--- src/rtl/irq_status_ctrl.sv ---
// Interrupt status controller: per-channel pending/status capture with masked
// lowest-index arbitration, a frozen presentation until ack, and a holdoff gap.
module irq_status_ctrl #(
  parameter int                NUM_CH    = 8,
  parameter int                STATUS_W  = 8,
  parameter logic [NUM_CH-1:0] EDGE_MASK = '0,
  parameter int                HOLDOFF   = 2,
  localparam int               ID_W      = (NUM_CH > 1) ? $clog2(NUM_CH) : 1
) (
  input  logic                         clk,
  input  logic                         rst_n,
  input  logic [NUM_CH-1:0]            irq_src,
  input  logic [NUM_CH*STATUS_W-1:0]   status_in,
  input  logic [NUM_CH-1:0]            mask,
  input  logic                         ack,
  output logic                         irq,
  output logic [ID_W-1:0]              irq_id,
  output logic [STATUS_W-1:0]          status,
  output logic [NUM_CH-1:0]            pending
);

  // Handshake: irq acts as valid and ack as a one-cycle ready; a transfer
  // happens only on a cycle where state is ASSERT and ack is 1. Until then
  // irq, irq_id and status are frozen; ack outside ASSERT has no effect.

  typedef enum logic [1:0] {IDLE, ASSERT, HOLD} state_t;

  localparam logic [3:0] HOLD_LAST = 4'(HOLDOFF - 1);

  state_t              state;
  logic [NUM_CH-1:0]   prev_src;
  logic [NUM_CH-1:0]   set_cond;
  logic [NUM_CH-1:0]   clr;
  logic [NUM_CH-1:0]   req;
  logic [STATUS_W-1:0] stat_q [NUM_CH];
  logic [3:0]          hold_cnt;
  logic [ID_W-1:0]     sel_id;

  assign pending = pending_q_out();

  logic [NUM_CH-1:0] pend_q;

  function automatic logic [NUM_CH-1:0] pending_q_out();
    return pend_q;
  endfunction

  always_comb begin
    // Edge channels need a 0->1 transition; level channels set whenever high.
    set_cond = irq_src & ~(EDGE_MASK & prev_src);
    req      = pend_q & mask;
    clr      = '0;
    for (int k = 0; k < NUM_CH; k++) begin
      clr[k] = (state == ASSERT) && ack && (irq_id == ID_W'(k));
    end
    sel_id = '0;
    for (int k = NUM_CH - 1; k >= 0; k--) begin
      if (req[k]) sel_id = ID_W'(k);
    end
  end

  always_ff @(posedge clk) begin
    if (!rst_n) begin
      state    <= IDLE;
      irq      <= 1'b0;
      irq_id   <= '0;
      status   <= '0;
      pend_q   <= '0;
      prev_src <= '0;
      hold_cnt <= '0;
      for (int k = 0; k < NUM_CH; k++) stat_q[k] <= '0;
    end else begin
      prev_src <= irq_src;
      // A set on the ack cycle wins over the clear and reloads the status.
      pend_q <= (pend_q & ~clr) | set_cond;
      for (int k = 0; k < NUM_CH; k++) begin
        if (set_cond[k] && (!pend_q[k] || clr[k]))
          stat_q[k] <= status_in[k*STATUS_W +: STATUS_W];
      end

      case (state)
        IDLE: begin
          if (|req) begin
            state  <= ASSERT;
            irq    <= 1'b1;
            irq_id <= sel_id;
            status <= stat_q[sel_id];
          end
        end
        ASSERT: begin
          if (ack) begin
            state    <= HOLD;
            irq      <= 1'b0;
            hold_cnt <= '0;
          end
        end
        HOLD: begin
          if (hold_cnt == HOLD_LAST) begin
            state    <= IDLE;
            hold_cnt <= '0;
          end else begin
            hold_cnt <= hold_cnt + 4'd1;
          end
        end
        default: state <= IDLE;
      endcase
    end
  end

endmodule

--- config.mk ---
export PLATFORM = sky130hd
export DESIGN_NAME = irq_status_ctrl
export DESIGN_NICKNAME = d
export VERILOG_FILES = /design/src/rtl/irq_status_ctrl.sv
export SDC_FILE = /design/constraint.sdc
export NUM_CORES = 1
export LEC_CHECK = 0
export ABC_AREA = 1
export BUFFER_PORTS_ARGS = -buffer_cell sky130_fd_sc_hd__buf_4
export CAP_MARGIN = 10
export CELL_PAD_IN_SITES_DETAIL_PLACEMENT = 0
export CELL_PAD_IN_SITES_GLOBAL_PLACEMENT = 1
export CORE_ASPECT_RATIO = 0.9
export CORE_MARGIN = 2
export CORE_UTILIZATION = 43
export CTS_CLUSTER_DIAMETER = 80
export CTS_CLUSTER_SIZE = 20
export DETAILED_ROUTE_END_ITERATION = 10
export GPL_TIMING_DRIVEN = 0
export PLACE_DENSITY_LB_ADDON = 0.1
export SYNTH_ARGS = -nofsm -noshare
export SYNTH_HDL_FRONTEND = slang
export SYNTH_SLANG_ARGS = --single-unit
--- constraint.sdc ---
create_clock -name clk -period 5.9 [get_ports clk]
set_clock_uncertainty 0.2 [all_clocks]
set_input_delay 0.59 -clock clk [delete_from_list [all_inputs] [get_ports clk]]
set_output_delay 0.59 -clock clk [all_outputs]
set_load 0.02 [all_outputs]
==> metrics.txt <==
CTS tree=built; drt first-iter violations=171; Overall Global Routing Usage=21.1%; Clock transition at path regs=~60 ps; CP Class=input port to flop; Synth Register Bits=90; Bufs and invs on worst path=3; Slew @ Worst Pin=between 900 and 1000 ps; Routed WL per cell=about 14 µm; post-CTS setup buffers=0; Ports=between 100 and 150; Layout area overhead=26.8%; synthesized area=0.00450 mm²; post-synth top area share=approximately 43%; Die ar.=between 0.01 and 0.015 mm²; CTS buffer count=9; Critical Path Sink Type=flop; area of the multi-input gates=0.00147 mm²; share of cells above drive strength 1=21.7%; Hold Buf Count CTS=0; Final WS setup=roughly 3400 ps; CTS-repair resized insts=0; number of fill cells=a little over 1000; Place WS=3010 ps; final WL=approximately 11 mm; cell breakdown of the critical path=clkbuf_1 -> buf_2 -> buf_1 -> o21ai_1; Synth top cells by count=128 x inv_1, 120 x nand2_1, 84 x nand3_1, 64 x edfxtp_1, 60 x nor2_1; first-pass GRT wire length=18.2 mm; die width=112 µm; Vias/cell=4.77; sequential cell area=0.00244 mm²; register area share after synthesis=a little over half; DR vias=3786; # clock sinks=90; die height=101 µm; Slew Viols, Final=0; RePlAce Congestion=approximately 0.84; Synthesized Nets=roughly 630; Critical-path top delay cell=o21ai_1; Worst EP arrival=between 2000 and 2500 ps; ANT cells=0; Worst-Skew Late Latency=340 ps; Pre-Repair DR Iteration Count=5; CP Data Required Time=5660 ps; H-tree depth=3; Async SR Flop Fraction=0%; core area=0.0102 mm²; pin count of the biggest net entering global routing=15; number of library cell types mapped by synthesis=30; delay-heaviest family, CP=buffers and inverters; max frequency=around 400 MHz; Post-Syn Instances=about 550; min Tclk post-route=2510 ps; pwr/cell area=290 mW/mm²; number of global-route vias before repair=3747; antenna-violating nets left=0; initial antenna violation count=0; crit share post-route=a little over two fifths; setup violators final=0; final setup TNS=0 ps; Initial Util=between 40% and 50%; CTS max path bufs=2; worst hold path type=flop to flop; final hold vios=0; synth warn=0; cell accounting for the most synthesized area=edfxtp_1; # port buffers=101; Leak=2.94 nW; grt total ovfl=0; worst vdd ir=211 µV; main flop type after synthesis=edfxtp_1; NumNets Final=745; hpwl dp=around 8.6 mm; Critical Path Fanout Max=10; most numerous cell in the Yosys netlist=inv_1; max-cap violations=0; final core occ=a little under three fifths; Root Driver=clkbuf_16; Post-synth EDFFs=64; top cells by area, synth=edfxtp_1 43%, dfxtp_1 12%, inv_1 11%; # rows=35; relative max-transition margin=36.6%; Mean Syn Cell Area=8.21 µm²; RSZ-0062 raised after global routing=false; DRC Markers=0; CP Launch Type=input port; status=complete, no violations; Worst path max stage delay=500 ps
routing by layer:
metal  track usage, %  vias up  routed length (µm)
li1                 -     1936                   -
met1             28.3     1733                5250
met2             33.8      104                5170
met3             4.75       13                 590
met4             7.41        0                 193
met5                0        -                   0
final timing paths:
kind	depth (start not counted)	startpoint	end	slack [ps]
worst min register to register	2	irq$_SDFFE_PN0P_	irq$_SDFFE_PN0P_	270
worst max-delay path	4	rst_n	stat_q[6][2]$_SDFFCE_PN0P_	3390
worst max register to register	4	state[0]$_SDFFE_PN0P_	stat_q[6][2]$_SDFFCE_PN0P_	3650
worst min-delay path	2	irq$_SDFFE_PN0P_	irq$_SDFFE_PN0P_	270
flip-flops by register name, indices dropped and copies added, names as in the netlist:
name / flops
stat_q: 64
pending: 8
status: 8
hold_cnt: 4
irq_id: 3
state: 2
irq: 1
where the power goes:
part / switching, mW / leakage [nW] / internal, mW / total [mW]
logic: 0.201 / 1.91 / 0.130 / 0.331
registers: 0.0317 / 0.902 / 0.736 / 0.768
clock network: 0.233 / 0.132 / 0.322 / 0.556
metrics by stage:
step	hold slack [ps]	instances	instance area [µm²]	power, mW
after floorplan	274	548	4500	0.972
after global placement	259	778	5420	1.11
after detailed placement	263	778	5420	1.11
after CTS	270	794	5700	1.67
after global routing	297	794	5700	1.74
final	271	794	5700	1.65
cell type report:
type	count	share of cell area (%)
tap	129	2.83
timing repair buffer	101	13.3
clock inverter	7	1.05
sequential	90	42.8
buffer	18	1.82
clock buffer	9	3.95
multi-input combinational	311	25.7
inverter	129	8.53
tightest hold or removal path, stage by stage (launching register included):
cell	delay (ps)
dfxtp_1	310
nand2_1	60
a21oi_1	60
kinds of logic (layout without fill, tap and decap cells):
family / Yosys count / count (layout) / synth area share [%]
buffers and inverters: 147 / 264 / 13.1
AO/OA/AOI/OAI: 28 / 28 / 4.48
XOR/XNOR: 1 / 1 / 0.195
adder cells (fa/ha/maj): 2 / 2 / 0.556
AND/OR/NAND/NOR: 280 / 280 / 27.4
flip-flops: 90 / 90 / 54.3
cell usage in the layout (no fill, tap or decap), types with 2 or more instances in the layout:
cell type / Yosys / final
a21oi_1: 13 / 13
buf_1: 2 / 2
buf_2: 5 / 5
buf_4: 4 / 105
buf_6: 2 / 2
clkbuf_1: 5 / 5
clkbuf_16: 0 / 9
clkinv_1: 0 / 4
clkinvlp_4: 0 / 2
dfxtp_1: 26 / 26
edfxtp_1: 64 / 64
ha_1: 2 / 2
inv_1: 128 / 128
nand2_1: 120 / 120
nand2_2: 3 / 3
nand2_4: 2 / 2
nand3_1: 84 / 84
nand3_2: 5 / 5
nor2_1: 60 / 60
nor3_1: 2 / 2
o21ai_0: 5 / 4
o21ai_1: 1 / 2
o31ai_1: 2 / 2
o41ai_2: 4 / 4
Power figures use the tool's default switching activity.
